$ cat src/rtl/lt100_timer_resp_pkg.sv
// Shared lt100 peripheral definitions: register offsets, CTRL bits, responder FSM encodings.
package lt100_timer_resp_pkg;

    localparam logic [4:0] OFF_CTRL     = 5'h00;
    localparam logic [4:0] OFF_PRESCALE = 5'h04;
    localparam logic [4:0] OFF_COUNT    = 5'h08;
    localparam logic [4:0] OFF_COMPARE  = 5'h0C;
    localparam logic [4:0] OFF_STATUS   = 5'h10;

    localparam int unsigned CTRL_EN       = 0;
    localparam int unsigned CTRL_IE       = 1;
    localparam int unsigned CTRL_AUTO_CLR = 2;

    localparam logic [1:0] ST_IDLE     = 2'd0;
    localparam logic [1:0] ST_RESP     = 2'd1;
    localparam logic [1:0] ST_WAIT_LOW = 2'd2;

    function automatic logic [31:0] apply_be(input logic [31:0] old_val,
                                             input logic [31:0] new_val,
                                             input logic [3:0]  be);
        logic [31:0] res;
        for (int i = 0; i < 4; i++) begin
            res[8*i +: 8] = be[i] ? new_val[8*i +: 8] : old_val[8*i +: 8];
        end
        return res;
    endfunction

endpackage

$ cat src/rtl/lt100_timer_resp_bus_fsm.sv
// lt100 bus target handshake: window decode, IDLE/RESP/WAIT_LOW sequencing, bus_err and
// registered read data. Reusable by every lt100 peripheral.
module lt100_timer_resp_bus_fsm
    import lt100_timer_resp_pkg::*;
#(
    parameter logic [31:0] BASE_ADDR = 32'h0000_4000,
    parameter int unsigned WIN_BITS  = 5
) (
    input  logic        clk,
    input  logic        rst_n,
    input  logic        enable,
    input  logic        wr_en,
    input  logic [31:0] addr,
    input  logic [31:0] rd_data,
    output logic        wr_stb,
    output logic        ready,
    output logic        bus_err,
    output logic [31:0] o_data
);

    logic [1:0]  state_q, state_d;
    logic        ready_q, ready_d;
    logic        err_q, err_d;
    logic [31:0] data_q, data_d;
    logic        in_win, reg_ok, access;

    always_comb begin
        in_win = (addr[31:WIN_BITS] == BASE_ADDR[31:WIN_BITS]);
        reg_ok = (addr[1:0] == 2'b00) && (32'(addr[WIN_BITS-1:0]) <= 32'(OFF_STATUS));
        access = (state_q == ST_IDLE) && enable && in_win;
        wr_stb = access && reg_ok && wr_en;

        state_d = state_q;
        ready_d = ready_q;
        err_d   = err_q;
        data_d  = data_q;
        case (state_q)
            ST_IDLE: begin
                if (access) begin
                    state_d = ST_RESP;
                    ready_d = 1'b1;
                    err_d   = !reg_ok;
                    data_d  = (reg_ok && !wr_en) ? rd_data : 32'h0;
                end
            end
            ST_RESP: state_d = ST_WAIT_LOW;
            ST_WAIT_LOW: begin
                // Stay here while enable is held so a level enable cannot re-trigger.
                if (!enable) begin
                    state_d = ST_IDLE;
                    ready_d = 1'b0;
                    err_d   = 1'b0;
                    data_d  = 32'h0;
                end
            end
            default: begin
                state_d = ST_IDLE;
                ready_d = 1'b0;
                err_d   = 1'b0;
                data_d  = 32'h0;
            end
        endcase
    end

    always_ff @(posedge clk) begin
        if (!rst_n) begin
            state_q <= ST_IDLE;
            ready_q <= 1'b0;
            err_q   <= 1'b0;
            data_q  <= 32'h0;
        end else begin
            state_q <= state_d;
            ready_q <= ready_d;
            err_q   <= err_d;
            data_q  <= data_d;
        end
    end

    assign ready   = ready_q;
    assign bus_err = err_q;
    assign o_data  = data_q;

endmodule

$ cat src/rtl/lt100_timer_resp.sv
// lt100 bus responder: 32-bit prescaled timer with compare match, sticky MATCH and level irq.
module lt100_timer_resp
    import lt100_timer_resp_pkg::*;
#(
    parameter logic [31:0] BASE_ADDR = 32'h0000_4000,
    parameter int unsigned WIN_BITS  = 5
) (
    input  logic        clk,
    input  logic        rst_n,
    input  logic        enable,
    input  logic        wr_en,
    input  logic [31:0] addr,
    input  logic [31:0] i_data,
    input  logic [3:0]  be,
    output logic        ready,
    output logic [31:0] o_data,
    output logic        irq,
    output logic        bus_err
);

    logic [2:0]  ctrl_q, ctrl_d;
    logic [15:0] prescale_q, prescale_d;
    logic [15:0] presc_cnt_q, presc_cnt_d;
    logic [31:0] count_q, count_d;
    logic [31:0] compare_q, compare_d;
    logic        match_q, match_d;
    logic        irq_q;

    logic        wr_stb;
    logic [31:0] rd_data, count_inc, presc_merge;
    logic        wr_ctrl, wr_presc, wr_count, wr_cmp, wr_status;
    logic        tick, hit;

    lt100_timer_resp_bus_fsm #(
        .BASE_ADDR (BASE_ADDR),
        .WIN_BITS  (WIN_BITS)
    ) u_bus_fsm (
        .clk     (clk),
        .rst_n   (rst_n),
        .enable  (enable),
        .wr_en   (wr_en),
        .addr    (addr),
        .rd_data (rd_data),
        .wr_stb  (wr_stb),
        .ready   (ready),
        .bus_err (bus_err),
        .o_data  (o_data)
    );

    always_comb begin
        rd_data = 32'h0;
        case (addr[4:0])
            OFF_CTRL:     rd_data = {29'h0, ctrl_q};
            OFF_PRESCALE: rd_data = {16'h0, prescale_q};
            OFF_COUNT:    rd_data = count_q;
            OFF_COMPARE:  rd_data = compare_q;
            OFF_STATUS:   rd_data = {31'h0, match_q};
            default:      rd_data = 32'h0;
        endcase
    end

    always_comb begin
        wr_ctrl   = wr_stb && (addr[4:0] == OFF_CTRL);
        wr_presc  = wr_stb && (addr[4:0] == OFF_PRESCALE);
        wr_count  = wr_stb && (addr[4:0] == OFF_COUNT);
        wr_cmp    = wr_stb && (addr[4:0] == OFF_COMPARE);
        wr_status = wr_stb && (addr[4:0] == OFF_STATUS);

        // Tick uses the pre-write EN, so a same-cycle EN=0 write still lets this tick land.
        tick      = ctrl_q[CTRL_EN] && (presc_cnt_q == prescale_q);
        count_inc = count_q + 32'd1;
        hit       = tick && (count_inc == compare_q);

        ctrl_d = ctrl_q;
        if (wr_ctrl && be[0]) ctrl_d = i_data[2:0];

        presc_merge = apply_be({16'h0, prescale_q}, i_data, be);
        prescale_d  = wr_presc ? presc_merge[15:0] : prescale_q;

        compare_d = wr_cmp ? apply_be(compare_q, i_data, be) : compare_q;

        presc_cnt_d = presc_cnt_q;
        if (ctrl_q[CTRL_EN]) presc_cnt_d = tick ? 16'h0 : presc_cnt_q + 16'd1;
        if (wr_count) presc_cnt_d = 16'h0;

        count_d = count_q;
        if (tick) count_d = (hit && ctrl_q[CTRL_AUTO_CLR]) ? 32'h0 : count_inc;
        if (wr_count) count_d = apply_be(count_q, i_data, be);

        match_d = match_q;
        if (wr_status && be[0] && i_data[0]) match_d = 1'b0;
        if (hit) match_d = 1'b1;
    end

    always_ff @(posedge clk) begin
        if (!rst_n) begin
            ctrl_q      <= 3'h0;
            prescale_q  <= 16'h0;
            presc_cnt_q <= 16'h0;
            count_q     <= 32'h0;
            compare_q   <= 32'h0;
            match_q     <= 1'b0;
            irq_q       <= 1'b0;
        end else begin
            ctrl_q      <= ctrl_d;
            prescale_q  <= prescale_d;
            presc_cnt_q <= presc_cnt_d;
            count_q     <= count_d;
            compare_q   <= compare_d;
            match_q     <= match_d;
            irq_q       <= match_q & ctrl_q[CTRL_IE];
        end
    end

    assign irq = irq_q;

endmodule

$ cat config.mk
export PLATFORM = sky130hd
export DESIGN_NAME = lt100_timer_resp
export DESIGN_NICKNAME = d
export VERILOG_FILES = /design/src/rtl/lt100_timer_resp_pkg.sv /design/src/rtl/lt100_timer_resp_bus_fsm.sv /design/src/rtl/lt100_timer_resp.sv
export SDC_FILE = /design/constraint.sdc
export NUM_CORES = 1
export LEC_CHECK = 0
export ABC_CLOCK_PERIOD_IN_PS = 4400
export BUFFER_PORTS_ARGS = -buffer_cell sky130_fd_sc_hd__clkbuf_2
export CORE_MARGIN = 8
export CORE_UTILIZATION = 50
export CTS_CLUSTER_DIAMETER = 40
export DETAILED_ROUTE_END_ITERATION = 10
export PLACE_DENSITY = 0.71
export REMOVE_ABC_BUFFERS = 1
export SYNTH_ARGS = -nofsm -noshare
export SYNTH_HDL_FRONTEND = slang
export SYNTH_SLANG_ARGS = --single-unit
$ cat constraint.sdc
create_clock -name clk -period 4.4 [get_ports clk]
set_input_delay 0.44 -clock clk [delete_from_list [all_inputs] [get_ports clk]]
set_output_delay 0.44 -clock clk [all_outputs]
set_load 0.05 [all_outputs]
# Word level (Yosys, flattened, before mapping)
# Cells that the tools add are included.
# word_totals
mem_count	0
output_inout_bits	35
ff_bits	137
romBits	0
latch_bits	0
ram_bits	0
# classes
n_addsub	2
reduce_logical	37
n_eq_ne	15
n_bitwise	3
mux	23
div_mod_pow	0
n_shift	0
mul	0
order_cmp	1
# op_table
operator	n
32-bit 2-to-1 mux	6
32-bit one-hot mux with 5 select lines	1
32-bit one-hot mux with 3 select lines	1
32-bit by 1-bit adder with 32-bit output, second input constant	1
32-bit == test	1
8-bit 2-to-1 mux	4
27-bit by 10-bit == test with 1-bit output, second input constant	1
2-bit AND reduction	11
1-bit logical AND	17
16-bit by 1-bit adder with 16-bit output, second input constant	1
16-bit == test	1
16-bit 2-to-1 mux	1
5-bit by 4-bit == test with 1-bit output, second input constant	2
2-bit != test, second input constant	5
1-bit one-hot mux with 3 select lines	2
2-bit one-hot mux with 3 select lines	1
5-bit by 3-bit == test with 1-bit output, second input constant	1
5-bit == test, second input constant	1
5-bit less-or-equal comparator, second input constant	1
5-bit zero test	1
1-bit 2-to-1 mux	5
2-bit zero test	2
2-bit 2-to-1 mux	2
2-bit nonzero test	2
8 further kinds	10

# Depth between registers and ports, before layout
# Gate-level depths: netlist of the first run.
# logic_depth
ltp_word	10
depth_mapped	12
depth_no_buf	10

# Cells and area by module
# A second synthesis of the first run with hierarchy kept.
# unflattened
cells_unflattened	1005
area_unflattened_um2	8169.1
# modules_own_cells
module	area_each_um2	cells_per_inst	instances
lt100_timer_resp	6550.0	838	1
lt100_timer_resp_bus_fsm	1619.1	167	1

# Least setup slack after synthesis of the first run
# Ideal clock, no wire load.
# synth_timing
kind	register -> register
from	reg count_q[1]
to	reg count_q[31]
t_arrival_ns	2.840
required_time_ns	4.274
setup_time_ns	0.126
slack_ns	1.434
path_stages_with_launch	13
path_cell_list	dfxtp_1 > ha_1 > and3_1 > clkbuf_1 > a31oi_1 > or4b_1 > a2111oi_0 > nand4bb_1 > nor4_4 > a31oi_4 > buf_6 > o21ai_1 > a21oi_1
# synth_via
elab_chain_cells	7
# synth_rtl
element	line_no	source
from (decl)	lt100_timer_resp.sv:24	logic [31:0] count_q, count_d;
from (signal assigned)	lt100_timer_resp.sv:108	count_q <= count_d;
32-bit by 1-bit adder with 32-bit output (*)	lt100_timer_resp.sv:71	count_inc = count_q + 32'd1;
32-bit == test	lt100_timer_resp.sv:72	hit = tick && (count_inc == compare_q);
1-bit logical AND	lt100_timer_resp.sv:72	
1-bit logical AND	lt100_timer_resp.sv:87	if (tick) count_d = (hit && ctrl_q[CTRL_AUTO_CLR]) ? 32'h0 : count_inc;
32-bit 2-to-1 mux (*) (2 in a row)	lt100_timer_resp.sv:87	
32-bit 2-to-1 mux (*)	lt100_timer_resp.sv:88	if (wr_count) count_d = apply_be(count_q, i_data, be);
# Mark *: on every way between the ends. The rest lies on a longest branch, timed or not. The select of a mux whose other input is x is not followed.
# A chain may end at the register's enable or synchronous reset.

# Final worst setup path of the first run
# layout_timing
from	reg count_q[0]
to	reg count_q[23]
# Same word-level chain as after synthesis.

==> impl_metrics.csv, run 1 <==
group,metric,value,unit
critical_path,max_stage_delay,0.49,ns
logic_synthesis,synth_top_cell_by_area,"dfxtp_1",
clocking,post_cts_resized,0,
clocking,clk_latency,0.43,ns
outcome,outcome,"completed",
die,start_util,51.0,%
critical_path,cp_data_required_time,4.69,ns
placement,placed_cells,1310,
power,power.density,320,mW/mm²
critical_path,critical_path.max_fanout,11,
global_routing,grtUsageTotal,26.9,%
power,finalPower,2.99,mW
sta,hold_slack,0.252,ns
sta,slew_headroom,31.0,%
logic_synthesis,synth_area,0.00807,mm²
placement,place_congestion,1.00,
die,rows,46,
global_routing,grt_pass1_wl,43300,µm
sta,period_share,84.1,%
critical_path,critPathKind,"register to register",
die,die_area,0.0205,mm²
logic_synthesis,synth.yosys.seq_area_share,34.0,%
global_routing,grtUsageMet1,33.5,%
placement,hpwl,19900,µm
logic_synthesis,ys_ff_latch,137,
global_routing,busiest_layer,"met2",
critical_path,end_kind,"register",
placement,portBuffers,106,
clocking,cts_tree,"done",
die,die_h,143,µm
routing,wl_per_cell,20.2,µm
critical_path,crit_arrival,3.99,ns
routing,drcViolationCount,0,
sta,fin_skew,0.00983,ns
critical_path,start_kind,"register",
die,die_w,143,µm
clocking,post_cts_buffers,0,
sta,fmaxAchievable,270,MHz
logic_synthesis,async_flop_share,0,%
routing,routed_wl,27100,µm
routing,firstDrtPassIters,5,
sta,finalSetupTns,0,ns
critical_path,crit_chain,"ha_1 > nand3_1 > or3_1 > or3_1 > a221oi_2 > nor3b_1 > nor4bb_1 > nand4_1 > buf_4 > nand2_1 > o22ai_1",
logic_synthesis,synth_top_area_share,34.0,%
clocking,numCtsBuffers,17,
sta,min_period,3.70,ns
global_routing,antenna_found_initial,0,
clocking,clockBufferDepth,2,
global_routing,first_global_vias,7987,
sta,finalSetupViolCount,0,
critical_path,cp_common_cell,"or3_1",
logic_synthesis,synth.top_cells.by_area,"dfxtp_1, nand2_1, a21oi_1, nand3_1, xnor2_1",
power,power.leakage,3.50,nW
global_routing,grt_start_max_net_pins,66,
finish,final_cells,1341,
sta,worst_slew_pin_slew,1.04,ns
critical_path,slowest_stage,"dfxtp_1",
die,coreArea,0.0158,mm²
finish,fin_nets,1187,
clocking,cts_root_buf,"clkbuf_16",
min_path,hold_path_class,"input port to register",
finish,area_growth,15.6,%
routing,ant_nets,0,
logic_synthesis,synth_cell_types,70,
sta,rsz0062_at_grt,"false",
logic_synthesis,ys.flop_type,"dfxtp_1",
routing,drtIter0Drc,809,
global_routing,met3_usage,6.04,%
finish,antennaDiodeCount,0,
flow_run,max_cap_viol_count,0,
finish,drive_gt1_share,16.7,%
clocking,hold_buffers,0,
sta,maxSlewViolCount,0,
sta,hold_viol_final,0,
clocking,htree_num_levels,4,
logic_synthesis,ys_warn_count,0,
global_routing,grt_use_met2,44.4,%
routing,num_vias,8396,
global_routing,overflow,0,
routing,via_per_inst,6.26,
power,vdd_drop_max,0.000282,V
logic_synthesis,syn_inst,1047,
logic_synthesis,syn_avg_cell_area,7.71,µm²
logic_synthesis,synth_edf_count,0,
die,io_pins,107,
clocking,clkSinkCount,137,
clocking,clkTransAtPathRegs,0.07,ns
[cell families after synthesis]
| family | after synthesis | synth area share (%) |
|---|---|---|
| buffers and inverters | 90 | 4.80 |
| flip-flops | 137 | 34.0 |
| AND/OR/NAND/NOR | 443 | 28.3 |
| AO/OA/AOI/OAI | 279 | 21.6 |
| multiplexers | 29 | 3.80 |
| adder cells (fa/ha/maj) | 2 | 0.310 |
| XOR/XNOR | 67 | 7.27 |
[state kept, by name (all words and copies together), names as in the netlist]
name	count
match_q	1
prescale_q	16
count_q	32
presc_cnt_q	16
irq	1
u_bus_fsm.state_q	2
u_bus_fsm.bus_err	1
compare_q	32
u_bus_fsm.ready	1
u_bus_fsm.o_data	32
ctrl_q	3
[through the flow]
stage                     instance area (µm²)  worst slack [ns]  utilization, %
final                                    9330             0.702            59.0
after global placement                   8690             0.838            54.9
after floorplan                          7730             -1.11               -
after CTS                                9330             0.778            59.0
after detailed placement                 8690             0.794            54.9
after global routing                     9330             0.433            59.0
[Yosys cell counts, types with 4 or more instances]
| library cell | number |
|---|---|
| buf_2 | 10 |
| nand2_1 | 159 |
| a31oi_1 | 10 |
| nor3b_1 | 5 |
| a21o_1 | 6 |
| buf_4 | 8 |
| o211ai_1 | 6 |
| nor4_1 | 27 |
| clkbuf_1 | 59 |
| a21oi_1 | 92 |
| xnor2_1 | 39 |
| nor2_1 | 52 |
| nand4_1 | 37 |
| and3_1 | 24 |
| mux2_2 | 13 |
| or3_1 | 4 |
| nor4b_1 | 4 |
| a2111oi_0 | 4 |
| dfxtp_1 | 137 |
| a22oi_1 | 38 |
| o21ai_1 | 17 |
| o22ai_1 | 6 |
| o21ai_0 | 55 |
| nor2b_1 | 6 |
| xor2_1 | 28 |
| and2_1 | 12 |
| nand3_1 | 72 |
| mux2i_1 | 16 |
| inv_1 | 12 |
| nor3_1 | 12 |
| o31ai_1 | 10 |
| nand2b_1 | 4 |
| o2111ai_1 | 6 |
[routing by layer]
metal  routed length (µm)  up-vias
li1                     -     3982
met1                11400     3944
met2                13000      404
met3                 2120       66
met4                  699        0
met5                    0        -
[cell type report]
| class | instances | area [µm²] |
|---|---|---|
| multi-input combinational | 820 | 4950 |
| fill | 1519 | 6490 |
| timing repair buffer | 125 | 673 |
| sequential | 137 | 2740 |
| inverter | 12 | 45.0 |
| tap | 216 | 270 |
| clock inverter | 14 | 221 |
| clock buffer | 17 | 425 |
[cells in the final DEF (no fill, tap or decap), types with 27 or more instances in the layout]
cell	n
nor4_1	27
nor2_1	52
clkbuf_2	106
a21oi_1	92
xnor2_1	39
nand2_1	159
nand3_1	72
nand4_1	37
dfxtp_1	137
o21ai_0	55
a22oi_1	38
xor2_1	28
[report_power, final]
part / total, mW / internal (mW) / switching [mW] / leakage, nW
combinational: 0.134 / 0.0484 / 0.0860 / 2.09
clock: 1.60 / 1.01 / 0.591 / 0.306
sequential: 1.26 / 1.24 / 0.0129 / 1.10
[path summary, 6_finish.rpt]
check / slack [ns] / end / startpoint / cells past startpoint
hold reg to reg: 0.45 / u_bus_fsm.ready$_SDFFE_PN0P_ / u_bus_fsm.ready$_SDFFE_PN0P_ / 1
setup / recovery: 0.70 / count_q[23]$_SDFFE_PN0P_ / count_q[0]$_SDFFE_PN0P_ / 11
hold / removal: 0.25 / compare_q[31]$_SDFFE_PN0P_ / i_data[31] / 3
setup reg to reg: 0.70 / count_q[23]$_SDFFE_PN0P_ / count_q[0]$_SDFFE_PN0P_ / 11
[worst max-delay path: cells and delay by family (launching register included)]
kind                       cells  cell delay, ns
DFF                            1            0.49
AOI/OAI and AO/OA              2            0.48
adders and majority gates      1            0.32
buffers and inverters          1            0.22
and+or+nand+nor                7            2.03
Power figures use the tool's default switching activity.
==> run 2, diff against run 1 <==
--- a/config.mk
+++ b/config.mk
@@ -5,13 +5,13 @@
 export SDC_FILE = /design/constraint.sdc
 export NUM_CORES = 1
 export LEC_CHECK = 0
-export ABC_CLOCK_PERIOD_IN_PS = 4400
+export ABC_CLOCK_PERIOD_IN_PS = 3000
 export BUFFER_PORTS_ARGS = -buffer_cell sky130_fd_sc_hd__clkbuf_2
 export CORE_MARGIN = 8
 export CORE_UTILIZATION = 50
 export CTS_CLUSTER_DIAMETER = 40
 export DETAILED_ROUTE_END_ITERATION = 10
-export PLACE_DENSITY = 0.71
+export PLACE_DENSITY = 0.73
 export REMOVE_ABC_BUFFERS = 1
 export SYNTH_ARGS = -nofsm -noshare
 export SYNTH_HDL_FRONTEND = slang
==> constraint.sdc (replaced) <==
create_clock -name clk -period 3 [get_ports clk]
set_input_delay 0.3 -clock clk [delete_from_list [all_inputs] [get_ports clk]]
set_output_delay 0.3 -clock clk [all_outputs]
set_load 0.05 [all_outputs]
==> run 2 against run 1 <==
Against the previous run: the flow now finishes with violations (setup timing); sequential power increased by 45%; non-clock buffer count increased by 120; die area unchanged; utilization increased by 6.9 points; fmax increased by 22%; hold slack got worse by 0.13 ns; cell count increased by 9.0%; global-route usage increased by 1.3 points; count of clock-buffer cells in the layout increased by 3; via count increased by 6.5%; clock power increased by 30%; critical path depth increased by 2; critical endpoint is now count_q[26]$_SDFFE_PN0P_; largest cell class unchanged; largest power group unchanged; highest routed layer unchanged.
==> impl_metrics.csv, run 2 (synthesis gave the netlist of run 1 again) <==
group,metric,value,unit
power,finalPower,4.16,mW
power,power_frac_clock,50.0,%
sta,fin_ws,-0.0252,ns
power,power.density,399,mW/mm²
placement,place_area,0.00958,mm²
placement,portBuffers,106,
power,internal-power,3.14,mW
critical_path,cp_data_required_time,3.31,ns
routing,wl_per_cell,19.9,µm
sta,rsz0062_at_grt,"true",
sta,finalSetupViolCount,5,
power,p_seq_share,44.0,%
finish,multi_input_area,0.00515,mm²
die,die_h,143,µm
finish,mostFrequentLayoutCells,"nand2_1, buf_4, dfxtp_1",
sta,worst_slew_pin_slew,0.772,ns
global_routing,overflow,0,
clocking,clockBufferDepth,2,
die,coreArea,0.0158,mm²
power,power.leakage,4.21,nW
sta,maxSlewViolCount,0,
power,vdd_drop_max,0.000400,V
sta,fin_skew,0.0103,ns
finish,final_cells,1462,
global_routing,grtUsageTotal,28.2,%
clocking,cts_tree,"done",
finish,mostFrequentLayoutCell,"nand2_1",
placement,placed_cells,1424,
die,start_util,51.0,%
flow_run,max_cap_viol_count,0,
die,die_area,0.0205,mm²
sta,fmaxAchievable,331,MHz
routing,drtIter0Drc,843,
power,switching_share,24.5,%
critical_path,critPathKind,"register to register",
outcome,violations,"setup timing",
clocking,clkSinkCount,137,
clocking,cts_root_buf,"clkbuf_16",
die,rows,46,
finish,fin_nets,1307,
finish,nFillCells,1377,
global_routing,first_global_vias,8667,
sta,hold_viol_final,0,
clocking,hold_buffers,0,
placement,hpwl,21700,µm
critical_path,end_kind,"register",
finish,seq_area,0.00276,mm²
finish,antennaDiodeCount,0,
critical_path,start_kind,"register",
routing,ant_nets,0,
critical_path,critical_path.max_fanout,17,
routing,routed_wl,29100,µm
sta,hold_slack,0.124,ns
routing,drcViolationCount,0,
routing,firstDrtPassIters,8,
sta,period_share,101,%
finish,area_growth,29.2,%
global_routing,grt_start_max_net_pins,66,
routing,num_vias,8944,
clocking,clk_latency,0.43,ns
critical_path,crit_arrival,3.33,ns
placement,place_congestion,0.977,
routing,via_per_inst,6.12,
global_routing,grt_pass1_wl,45600,µm
finish,stdcell_area,0.0104,mm²
clocking,htree_num_levels,4,
finish,utilization,65.9,%
sta,slew_headroom,48.5,%
die,die_w,143,µm
power,power_switching,1.02,mW
min_path,hold_path_class,"input port to register",
global_routing,antenna_found_initial,0,
power,pwr-share-comb,5.9,%
clocking,clkTransAtPathRegs,0.06,ns
outcome,outcome,"complete, but fails checks",
sta,min_period,3.03,ns
finish,drive_gt1_share,27.5,%
die,io_pins,107,
clocking,numCtsBuffers,17,
[run 2: changes by cell type in the layout (fill, tap and decap cells not counted), sizes merged]
cell / change
inv: +3
buf: +120
clkbuf: +3
clkinvlp: -2
bufinv: -4
clkinv: +1
[run 2: critical path, stage by stage, from the launching register on]
cell	delay [ns]
dfxtp_2	0.34
buf_4	0.16
and4_1	0.21
buf_4	0.14
nand4_1	0.09
or4b_4	0.49
a2111oi_4	0.34
nand4bb_1	0.21
nor4_4	0.27
buf_4	0.17
a31oi_4	0.09
buf_12	0.19
a21oi_1	0.15
o21ai_1	0.07
[run 2: area by class of cell]
class                   count  share of cell area (%)
inverters                  12                   0.432
multi-input cells         820                    49.4
clock inverters            12                    1.09
flip-flops and latches    137                    26.5
well taps                 216                    2.59
clock buffers              20                    4.47
repair buffers            245                    15.5
[run 2: path summary, 6_finish.rpt]
| check | startpoint | endpoint | slack, ns | depth (start not counted) |
|---|---|---|---|---|
| max | count_q[1]$_SDFFE_PN0P_ | count_q[26]$_SDFFE_PN0P_ | -0.03 | 13 |
| min reg2reg | u_bus_fsm.ready$_SDFFE_PN0P_ | u_bus_fsm.ready$_SDFFE_PN0P_ | 0.45 | 1 |
| min | i_data[17] | compare_q[17]$_SDFFE_PN0P_ | 0.12 | 3 |
| max reg2reg | count_q[1]$_SDFFE_PN0P_ | count_q[26]$_SDFFE_PN0P_ | -0.03 | 13 |
[run 2: power groups by stage]
stage | combinational, mW | sequential (mW) | clock, mW
after CTS | 0.239 | 1.83 | 2.09
after global placement | 0.233 | 1.87 | 0
after global routing | 0.263 | 1.83 | 2.19
after detailed placement | 0.234 | 1.87 | 0
after floorplan | 0.0735 | 1.88 | 0
final | 0.247 | 1.83 | 2.08
[run 2: through the flow]
step | setup slack [ns] | TNS, ns
3_3_place_gp | -0.103 | -1.08
6_report | -0.0252 | -0.0835
3_5_place_dp | -0.144 | -1.80
2_1_floorplan | -2.37 | -71.08
5_1_grt | -0.128 | -2.20
4_1_cts | 0.00100 | 0
[run 2: metal layers]
layer | GRT usage [%] | routed length (µm) | up-vias
li1 | - | - | 4216
met3 | 5.64 | 2070 | 82
met2 | 47.5 | 14000 | 419
met5 | 0 | 0 | -
met4 | 13.5 | 1070 | 0
met1 | 33.7 | 11900 | 4227
[run 2: what timing repair did]
action / in CTS / in global routing
cloned: 0 / 1
gates resized for setup: 25 / 25
pin swaps: 5 / 10
endpoints found under the setup margin: 29 / 38
buffers inserted: 3 / 2
==> run 3, diff against run 2 <==
--- a/config.mk
+++ b/config.mk
@@ -5,13 +5,13 @@
 export SDC_FILE = /design/constraint.sdc
 export NUM_CORES = 1
 export LEC_CHECK = 0
-export ABC_CLOCK_PERIOD_IN_PS = 3000
+export ABC_CLOCK_PERIOD_IN_PS = 3650
 export BUFFER_PORTS_ARGS = -buffer_cell sky130_fd_sc_hd__clkbuf_2
 export CORE_MARGIN = 8
 export CORE_UTILIZATION = 50
 export CTS_CLUSTER_DIAMETER = 40
 export DETAILED_ROUTE_END_ITERATION = 10
-export PLACE_DENSITY = 0.73
+export PLACE_DENSITY_LB_ADDON = 0.05
 export REMOVE_ABC_BUFFERS = 1
 export SYNTH_ARGS = -nofsm -noshare
 export SYNTH_HDL_FRONTEND = slang
==> constraint.sdc (replaced) <==
create_clock -name clk -period 3.65 [get_ports clk]
set_input_delay 0.365 -clock clk [delete_from_list [all_inputs] [get_ports clk]]
set_output_delay 0.365 -clock clk [all_outputs]
set_load 0.05 [all_outputs]
==> run 3 against run 2 <==
Against the previous run: die area unchanged; sequential share of layout area up 2.4 points; utilization down 6.0 points; via count down 6.7%; clock skew up 0.0011 ns; first-iteration DRC count down 9.3%; register-to-register slack better by 0.23 ns; the run now ends clean; global-route usage down 1.3 points.
==> impl_metrics.csv, run 3 (synthesis gave the netlist of run 1 again) <==
group,metric,value,unit
clocking,clockBufferDepth,2,
clocking,cts_root_buf,"clkbuf_16",
clocking,htree_num_levels,4,
sta,finalSetupTns,0,ns
routing,drtIter0Drc,765,
finish,drive_gt1_share,19.3,%
routing,num_vias,8344,
routing,routed_wl,27400,µm
critical_path,crit_chain,"ha_2 > and3_1 > a31oi_1 > or4b_1 > a2111oi_1 > nand4bb_1 > nor4_4 > a31oi_2 > o21ai_1 > a21oi_1",
finish,final_cells,1374,
power,power.density,342,mW/mm²
min_path,hold_start,"i_data[31]",
placement,placed_cells,1341,
sta,hold_slack,0.180,ns
global_routing,overflow,0,
finish,seq_area,0.00274,mm²
placement,portBuffers,106,
sta,worst_slew_pin_slew,0.807,ns
routing,drcViolationCount,0,
global_routing,antenna_found_initial,0,
global_routing,first_global_vias,7921,
sta,hold_viol_final,0,
die,start_util,51.0,%
sta,period_share,94.5,%
die,rows,46,
finish,antennaDiodeCount,0,
min_path,min_to,"compare_q[31]$_SDFFE_PN0P_",
critical_path,start_kind,"register",
global_routing,grt_pass1_wl,43200,µm
die,io_pins,107,
sta,fin_skew,0.0114,ns
critical_path,rr_startpoint,"count_q[1]$_SDFFE_PN0P_",
critical_path,end_kind,"register",
critical_path,timing.rr.end,"count_q[17]$_SDFFE_PN0P_",
critical_path,max_stage_delay,0.54,ns
clocking,numCtsBuffers,17,
sta,maxSlewViolCount,0,
finish,multi_input_area,0.00498,mm²
global_routing,grt_start_max_net_pins,66,
sta,min_period,3.45,ns
critical_path,crit_arrival,3.74,ns
finish,utilization,59.9,%
power,power.leakage,3.61,nW
global_routing,grtUsageTotal,26.9,%
placement,hpwl,20100,µm
clocking,clkSinkCount,137,
critical_path,cp_data_required_time,3.94,ns
finish,nFillCells,1503,
min_path,hold_path_class,"input port to register",
sta,finalSetupViolCount,0,
sta,rsz0062_at_grt,"false",
die,die_area,0.0205,mm²
die,die_h,143,µm
critical_path,worst_path_dominant_cell_family,"simple AND/OR/NAND/NOR gates",
finish,area_growth,17.4,%
clocking,cts_tree,"done",
flow_run,max_cap_viol_count,0,
finish,fin_nets,1220,
clocking,clkTransAtPathRegs,0.06,ns
routing,firstDrtPassIters,6,
clocking,clk_latency,0.43,ns
power,finalPower,3.24,mW
sta,slew_headroom,46.0,%
critical_path,crit_buf_inv,0,
critical_path,critical_path.max_fanout,8,
sta,fmaxAchievable,290,MHz
critical_path,ff2ff_path_depth,10,
critical_path,critPathKind,"register to register",
finish,mostFrequentLayoutCells,"nand2_1, dfxtp_1, clkbuf_2",
critical_path,slowest_stage,"or4b_1",
routing,ant_nets,0,
routing,wl_per_cell,20.0,µm
outcome,outcome,"completed",
finish,mostFrequentLayoutCell,"nand2_1",
power,vdd_drop_max,0.000324,V
die,coreArea,0.0158,mm²
min_path,worstHoldPathCells,3,
placement,place_congestion,0.963,
die,die_w,143,µm
routing,via_per_inst,6.07,
critical_path,reg2reg_setup_slack,0.20,ns
## run 3: cell count changes in the layout (fill, tap and decap cells not counted), moves of 3 or more
cell,change
nor4_1,+4
nor4_2,-3
dfxtp_2,-9
inv_6,-4
dfxtp_1,+11
buf_4,-83
clkinv_2,+3
## run 3: repair_timing
item,in CTS,in global routing
resized for setup,0,5
setup endpoints to repair,0,32
hold buffers,0,0
buffers inserted,0,1
## run 3: how the worst max path moves through the flow
stage                                       start                  endpoint  slack [ns]  depth (start not counted)
after floorplan                           addr[3]  count_q[29]$_SDFFE_PN0P_       -1.78                          8
after global placement    count_q[0]$_SDFFE_PN0P_  count_q[27]$_SDFFE_PN0P_        0.27                         11
after detailed placement  count_q[0]$_SDFFE_PN0P_  count_q[26]$_SDFFE_PN0P_        0.20                         10
after CTS                 count_q[0]$_SDFFE_PN0P_   count_q[2]$_SDFFE_PN0P_        0.17                         10
after global routing      count_q[1]$_SDFFE_PN0P_  count_q[27]$_SDFFE_PN0P_        0.02                         11
final                     count_q[1]$_SDFFE_PN0P_  count_q[17]$_SDFFE_PN0P_        0.20                         10
## run 3: cell type report
type / count / share of cell area (%)
multi-input cells: 821 / 52.5
flip-flops and latches: 137 / 28.9
repair buffers: 157 / 9.76
clock buffers: 19 / 4.67
clock inverters: 12 / 0.831
inverters: 12 / 0.475
well taps: 216 / 2.85
## run 3: power by group
part	switching (mW)	internal (mW)	leakage, nW	total, mW
Combinational	0.110	0.0647	2.25	0.175
Clock	0.679	0.876	0.255	1.55
Sequential	0.00937	1.50	1.10	1.51
Total	0.799	2.44	3.61	3.24
## run 3: worst register-to-register path, stage by stage (launching register included)
cell	delay [ns]
dfxtp_1	0.43
ha_2	0.28
and3_1	0.30
a31oi_1	0.14
or4b_1	0.54
a2111oi_1	0.43
nand4bb_1	0.21
nor4_4	0.36
a31oi_2	0.37
o21ai_1	0.19
a21oi_1	0.08
## run 3: stage by stage
stage	setup WS [ns]	cell area, µm²
2_1_floorplan	-1.78	7730
3_3_place_gp	0.267	8930
3_5_place_dp	0.204	8930
4_1_cts	0.167	9450
5_1_grt	0.0229	9480
6_report	0.202	9480
## run 3: routing by layer
| metal | up-vias | wire length [µm] | global-route usage [%] |
|---|---|---|---|
| met1 | 3904 | 11900 | 34.8 |
| met4 | 0 | 792 | 10.5 |
| met5 | - | 0 | 0 |
| li1 | 4048 | - | - |
| met2 | 329 | 12900 | 43.8 |
| met3 | 63 | 1760 | 4.54 |
